**config.mk**
```make
export PLATFORM = sky130hd
export DESIGN_NAME = stopwatch_lap_timer
export DESIGN_NICKNAME = d
export VERILOG_FILES = /design/src/rtl/stopwatch_lap_timer.sv
export SDC_FILE = /design/constraint.sdc
export NUM_CORES = 1
export LEC_CHECK = 0
export ABC_CLOCK_PERIOD_IN_PS = 5450
export BUFFER_PORTS_ARGS = -buffer_cell sky130_fd_sc_hd__buf_2
export CAP_MARGIN = 20
export CORE_AREA = 2 2 148 186
export CTS_BUF_LIST = sky130_fd_sc_hd__clkbuf_4
export DETAILED_ROUTE_END_ITERATION = 12
export DIE_AREA = 0 0 150 188
export PLACE_DENSITY = 0.58
export SYNTH_ARGS = -nofsm -noshare
export SYNTH_HDL_FRONTEND = slang
export SYNTH_SLANG_ARGS = --single-unit
```
**constraint.sdc**
```tcl
create_clock -name clk -period 5.45 [get_ports clk]
set_input_delay 0.545 -clock clk [delete_from_list [all_inputs] [get_ports clk]]
set_output_delay 0.545 -clock clk [all_outputs]
set_load 0.01 [all_outputs]
```
**src/rtl/stopwatch_lap_timer.sv**
```systemverilog
// BCD M:SS.f up/down stopwatch with run-state FSM, preset load, expiry flash
// and a first-word-fall-through lap-snapshot FIFO.
module stopwatch_lap_timer #(
  parameter int unsigned TICK_DIV    = 10000000,
  parameter int unsigned LAP_DEPTH   = 8,
  parameter int unsigned FLASH_DIV   = 50000000,
  parameter int unsigned SYNC_STAGES = 2
) (
  input  logic                             clk,
  input  logic                             rst,
  input  logic                             dir,
  input  logic                             clr,
  input  logic                             start,
  input  logic                             stop,
  input  logic                             lap,
  input  logic                             load,
  input  logic [15:0]                      preset,
  output logic [15:0]                      time_out,
  output logic                             running,
  output logic                             expired,
  output logic                             flash,
  input  logic                             lap_rd,
  output logic [15:0]                      lap_data,
  output logic                             lap_valid,
  output logic [$clog2(LAP_DEPTH+1)-1:0]   lap_count,
  output logic                             lap_ovf
);

  localparam int unsigned TW = $clog2(TICK_DIV);
  localparam int unsigned FW = (FLASH_DIV > 1) ? $clog2(FLASH_DIV) : 1;
  localparam int unsigned PW = $clog2(LAP_DEPTH);
  localparam int unsigned CW = $clog2(LAP_DEPTH + 1);

  typedef enum logic [1:0] {IDLE, RUN, PAUSE, EXPIRED} state_e;

  function automatic logic [15:0] bcd_inc(input logic [15:0] t);
    logic [3:0] m, s1, s0, f;
    {m, s1, s0, f} = t;
    if (f != 4'd9) f = f + 4'd1;
    else begin
      f = 4'd0;
      if (s0 != 4'd9) s0 = s0 + 4'd1;
      else begin
        s0 = 4'd0;
        if (s1 != 4'd5) s1 = s1 + 4'd1;
        else begin
          s1 = 4'd0;
          m  = m + 4'd1;
        end
      end
    end
    return {m, s1, s0, f};
  endfunction

  function automatic logic [15:0] bcd_dec(input logic [15:0] t);
    logic [3:0] m, s1, s0, f;
    {m, s1, s0, f} = t;
    if (f != 4'd0) f = f - 4'd1;
    else begin
      f = 4'd9;
      if (s0 != 4'd0) s0 = s0 - 4'd1;
      else begin
        s0 = 4'd9;
        if (s1 != 4'd0) s1 = s1 - 4'd1;
        else begin
          s1 = 4'd5;
          m  = m - 4'd1;
        end
      end
    end
    return {m, s1, s0, f};
  endfunction

  function automatic logic [3:0] sat_digit(input logic [3:0] d, input logic [3:0] mx);
    return (d > mx) ? mx : d;
  endfunction

  // Button synchronisers and rising-edge pulses: bit 0 start, 1 stop, 2 lap
  logic [SYNC_STAGES-1:0][2:0] sync_q;
  logic [2:0]                  prev_q;
  logic [2:0]                  synced;
  logic [2:0]                  press;

  always_ff @(posedge clk or negedge rst) begin
    if (!rst) begin
      sync_q <= '0;
      prev_q <= '0;
    end else begin
      sync_q <= {sync_q[SYNC_STAGES-2:0], {lap, stop, start}};
      prev_q <= synced;
    end
  end

  assign synced = sync_q[SYNC_STAGES-1];
  assign press  = synced & ~prev_q;

  logic start_p, stop_p, lap_p;
  assign start_p = press[0];
  assign stop_p  = press[1];
  assign lap_p   = press[2];

  state_e          state_q, state_d;
  logic [15:0]     time_q, time_d;
  logic [TW-1:0]   presc_q, presc_d;
  logic [FW-1:0]   fcnt_q, fcnt_d;
  logic            dir_q, dir_d;
  logic            flash_q, flash_d;
  logic            running_q, expired_q;
  logic            load_acc, tick;
  logic [15:0]     preset_sat;

  assign load_acc   = load && (state_q != RUN);
  assign tick       = (state_q == RUN) && (presc_q == TW'(TICK_DIV - 1));
  assign preset_sat = {sat_digit(preset[15:12], 4'd9), sat_digit(preset[11:8], 4'd5),
                       sat_digit(preset[7:4], 4'd9), sat_digit(preset[3:0], 4'd9)};

  always_ff @(posedge clk or negedge rst) begin
    if (!rst) begin
      state_q   <= IDLE;
      time_q    <= '0;
      presc_q   <= '0;
      fcnt_q    <= '0;
      dir_q     <= 1'b0;
      flash_q   <= 1'b0;
      running_q <= 1'b0;
      expired_q <= 1'b0;
    end else begin
      state_q   <= state_d;
      time_q    <= time_d;
      presc_q   <= presc_d;
      fcnt_q    <= fcnt_d;
      dir_q     <= dir_d;
      flash_q   <= flash_d;
      running_q <= (state_d == RUN);
      expired_q <= (state_d == EXPIRED);
    end
  end

  // Next-state: clr > load > stop > start; tick/terminal handling only in RUN
  always_comb begin
    state_d = state_q;
    time_d  = time_q;
    presc_d = presc_q;
    dir_d   = dir_q;
    flash_d = flash_q;
    fcnt_d  = fcnt_q;
    if (clr) begin
      state_d = IDLE;
      time_d  = '0;
      presc_d = '0;
    end else if (load_acc) begin
      state_d = IDLE;
      time_d  = preset_sat;
      presc_d = '0;
    end else begin
      case (state_q)
        IDLE: begin
          if (!stop_p && start_p) begin
            state_d = RUN;
            dir_d   = dir;
            presc_d = '0;
          end
        end
        RUN: begin
          if (stop_p) state_d = PAUSE;
          else if (!dir_q && (time_q == 16'h0000)) state_d = EXPIRED;
          else if (tick) begin
            presc_d = '0;
            if (!dir_q) time_d = bcd_dec(time_q);
            else if (time_q == 16'h9599) state_d = EXPIRED;
            else time_d = bcd_inc(time_q);
          end else presc_d = presc_q + TW'(1);
        end
        PAUSE: begin
          if (!stop_p && start_p) begin
            state_d = RUN;
            dir_d   = dir;
          end
        end
        default: ;
      endcase
    end
    // Flash starts lit on entry to EXPIRED and toggles every FLASH_DIV cycles
    if (state_d != EXPIRED) begin
      flash_d = 1'b0;
      fcnt_d  = '0;
    end else if (state_q != EXPIRED) begin
      flash_d = 1'b1;
      fcnt_d  = '0;
    end else if (fcnt_q == FW'(FLASH_DIV - 1)) begin
      flash_d = ~flash_q;
      fcnt_d  = '0;
    end else fcnt_d = fcnt_q + FW'(1);
  end

  assign time_out = time_q;
  assign running  = running_q;
  assign expired  = expired_q;
  assign flash    = flash_q;

  // Lap FIFO; a full FIFO still accepts a push when a pop frees a slot that cycle
  logic [15:0]   mem_q [LAP_DEPTH];
  logic [PW-1:0] wr_q, wr_d, rd_q, rd_d;
  logic [CW-1:0] cnt_q, cnt_d;
  logic          ovf_q, ovf_d;
  logic          push_req, push, pop, full;

  assign full     = (cnt_q == CW'(LAP_DEPTH));
  assign push_req = lap_p && ((state_q == RUN) || (state_q == PAUSE)) && !clr && !load_acc;
  assign pop      = lap_rd && (cnt_q != '0) && !clr;
  assign push     = push_req && (!full || pop);

  always_comb begin
    wr_d  = wr_q;
    rd_d  = rd_q;
    cnt_d = cnt_q;
    ovf_d = ovf_q;
    if (clr) begin
      wr_d  = '0;
      rd_d  = '0;
      cnt_d = '0;
      ovf_d = 1'b0;
    end else begin
      if (push) wr_d = wr_q + PW'(1);
      if (pop) rd_d = rd_q + PW'(1);
      if (push && !pop) cnt_d = cnt_q + CW'(1);
      else if (pop && !push) cnt_d = cnt_q - CW'(1);
      if (push_req && !push) ovf_d = 1'b1;
    end
  end

  always_ff @(posedge clk or negedge rst) begin
    if (!rst) begin
      wr_q  <= '0;
      rd_q  <= '0;
      cnt_q <= '0;
      ovf_q <= 1'b0;
      for (int i = 0; i < int'(LAP_DEPTH); i++) mem_q[i] <= '0;
    end else begin
      wr_q  <= wr_d;
      rd_q  <= rd_d;
      cnt_q <= cnt_d;
      ovf_q <= ovf_d;
      if (push) mem_q[wr_q] <= time_q;
    end
  end

  assign lap_data  = mem_q[rd_q];
  assign lap_valid = (cnt_q != '0);
  assign lap_count = cnt_q;
  assign lap_ovf   = ovf_q;

endmodule

```
==> impl_metrics.yaml <==
status:
  outcome: "finished, final reports clean"
place:
  port_buffers: 65
  gp_congestion: 0.8147
  placedInstanceArea_sq_mm: 0.01225
  place_hpwl_mm: 18.28
  dp_slack_ps: 1840
  place_inst: 1356
die:
  fp.dieW_um: 150
  die_area_sq_mm: 0.02820
  core-area_sq_mm: 0.02649
  start_util_pct: 44.08
  dieHeight_um: 188
  core.rowCount: 67
  ioPinCount: 66
worst_setup_path:
  cpMaxStageDelayCell: "nand3b_1"
  rr_worst_depth: 8
  arrival_ps: 3960
  crit_path_end_kind: "flip-flop"
  cp_cell_sequence: "inv_1 -> ha_1 -> nand2b_1 -> buf_4 -> nand3_1 -> nor2_1 -> nand3b_1 -> mux2_2"
  worst_setup_path_start_kind: "flip-flop"
  critPathKind: "flip-flop to flip-flop"
  max_stage_delay_ps: 830
  required_ps: 6010
  critPathMaxFanout: 24
clocking:
  htreeDepth: 2
  clockBufferDepth: 3
  cts_tree: "done"
  clock_latency_ps: 690
  cts_sinks: 220
  clk_pin_slew_worst_paths_ps: 60
  root_buffer: "clkbuf_4"
  cts_made_buffers: 58
  post_cts.repair.setup_buffers: 0
layout:
  syn2layout_area_growth_pct: 11.43
  n_fill_cell: 2476
  nets: 1125
  fin_cells: 1457
  drive_above_1_share_pct: 33.24
  fin_util_pct: 49.12
  final_area_sq_mm: 0.01301
synthesis:
  yosysUniqueCellTypes: 76
  synth_warnings: 0
  synth_area_sq_mm: 0.01168
  syn_area_per_cell_sq_um: 11.62
  syn-num-nets: 1054
  synth_edf_count: 0
  synthFlopType: "dfrtp_1"
  async_reset_ff_share_pct: 100.0
  netlist_instances: 1005
  synth.ff_latch_count: 220
  yosysSeqAreaShare_pct: 47.14
global_routing:
  antenna_found_initial: 1
  overflow: 0
  grt_usage_pct: 20.75
  grt_pass1_vias: 8753
  grt_max_degree: 105
  grt_first_pass_wirelength_mm: 46.26
timing:
  skew_ps: 39.29
  setup_viol: 0
  min_period_ps: 3405
  fin_ws_ps: 2045
  slew_viol_final: 0
  tightestPinTransition_ps: 1015
  slew_headroom_pct: 32.10
  rsz0062_at_grt: "no"
  fin_crit_sh_pct: 62.48
  hold_viol_final: 0
  setup_tns_ps: 0
  max_freq_mhz: 293.7
min_path:
  holdPathStages: 3
  min-delay-path-class: "primary input to flip-flop"
detailed_routing:
  dr.pass1.iters: 5
  viasPerCell: 5.771
  drtIter0Drc: 344
  vias: 8409
  drc: 0
  ant_nets: 0
  drt_wl_total_mm: 28.33
  wl_per_cell_um: 19.44
power_and_ir_drop:
  power_leakage_nw: 5.931
  ir_drop_mv: 0.1595
  power_density_mw_per_mm2: 287.0
job:
  maxCapViolations: 0
## cell type report
class / instances / area [sq um] / share of cell area, %
clock buffer: 91 / 683.2 / 5.250
clock inverter: 3 / 21.27 / 0.1635
tap: 345 / 431.7 / 3.317
sequential: 220 / 5507 / 42.32
multi-input combinational: 681 / 5757 / 44.24
inverter: 32 / 120.1 / 0.9231
timing repair buffer: 83 / 488.0 / 3.750
antenna: 2 / 5.005 / 0.03846
## worst max-delay path: cells and delay by family (launching register included)
family / cells / cell delay, ps
flops: 1 / 440
fa+ha+maj: 1 / 320
simple gates: 4 / 1580
buf+inv: 2 / 380
mux: 1 / 560
## synth_stat cells, types with 10 or more instances
master	n	share of area (%)
mux4_2	32	6.2
nand4_1	25	1.3
xnor2_1	20	1.5
o22ai_1	14	0.75
xor2_1	15	1.1
nand3_1	29	1.2
and3_1	14	0.75
clkbuf_1	57	1.8
ha_1	22	2.4
a31oi_1	13	0.70
mux2_2	147	14
o21ai_0	21	0.90
nor4_1	14	0.75
inv_1	32	1.0
a22oi_1	10	0.64
nor3_1	48	2.1
a21oi_1	22	0.94
nor2_1	39	1.3
dfrtp_1	220	47
nand2_1	43	1.4
## layer usage
metal / vias up / global-route usage, % / part of all wire (%)
met3: 46 / 4.015 / 3.6
li1: 3938 / - / -
met5: - / 0 / 0
met1: 4278 / 25.80 / 43
met4: 0 / 5.624 / 2.0
met2: 147 / 36.64 / 51
## path summary, 6_finish.rpt
path	from	end	slack, ps
min reg2reg	sync_q[0]	synced[0]	340
min	preset[9]	time_out[9]	160
max in group asynchronous	rst	mem_q[71]	3590
min in group asynchronous	rst	mem_q[42]	490
max reg2reg	state_q[1]	mem_q[124]	2050
max	state_q[1]	mem_q[124]	2050
## flip-flops by register name, indices dropped and copies added, names as in the netlist
| name | flops |
|---|---|
| state_q | 2 |
| mem_q | 128 |
| time_out | 16 |
| flash | 1 |
| dir_q | 1 |
| expired | 1 |
| lap_ovf | 1 |
| lap_count | 4 |
| prev_q | 3 |
| fcnt_q | 26 |
| running | 1 |
| wr_q | 3 |
| presc_q | 24 |
| rd_q | 3 |
| sync_q | 3 |
| synced | 3 |
## cells in the final DEF, fill, tap and decap left out, drive strengths merged, types with 7 or more instances in the layout
cell,Yosys,routed
a211o,7,7
a21oi,22,22
a22oi,10,10
a31oi,13,13
and3,14,14
and4,7,7
buf,15,79
clkbuf,57,91
dfrtp,220,220
ha,22,22
inv,32,33
mux2,147,147
mux4,32,32
nand2,43,43
nand2b,9,9
nand3,29,29
nand4,25,25
nand4b,8,8
nor2,39,39
nor3,48,48
nor4,16,16
nor4b,7,7
o21ai,23,23
o22ai,14,14
xnor2,20,20
xor2,15,15
## logic make-up (layout without fill, tap and decap cells)
| kind of cell | count (synthesis) | after routing | share of synthesized area [%] |
|---|---|---|---|
| AOI/OAI and AO/OA | 147 | 147 | 8.936 |
| DFF | 220 | 220 | 47.14 |
| other | 0 | 2 | 0 |
| xor gates and xnor gates | 35 | 35 | 2.625 |
| buffers and inverters | 104 | 209 | 3.589 |
| and+or+nand+nor | 290 | 290 | 14.14 |
| adders and majority gates | 24 | 24 | 2.700 |
| muxes | 185 | 185 | 20.86 |
## per-stage QoR
step,power (mW),hold slack (ps)
floorplan,2.177,249.4
CTS,3.811,101.3
detailed placement,2.374,334.7
global placement,2.373,332.6
global route,3.962,96.73
finish,3.735,158.6
## report_power, final
group          switching [mW]  internal (mW)
Combinational           0.305          0.243
Sequential              0.115           1.67
Clock                   0.659          0.744
Total                    1.08           2.66
## timing repair
| item | in CTS | in global routing |
|---|---|---|
| hold buffers | 4 | 0 |
| gates resized for setup | 0 | 0 |
| hold endpoints to repair | 105 | 0 |
Power figures use the tool's default switching activity.
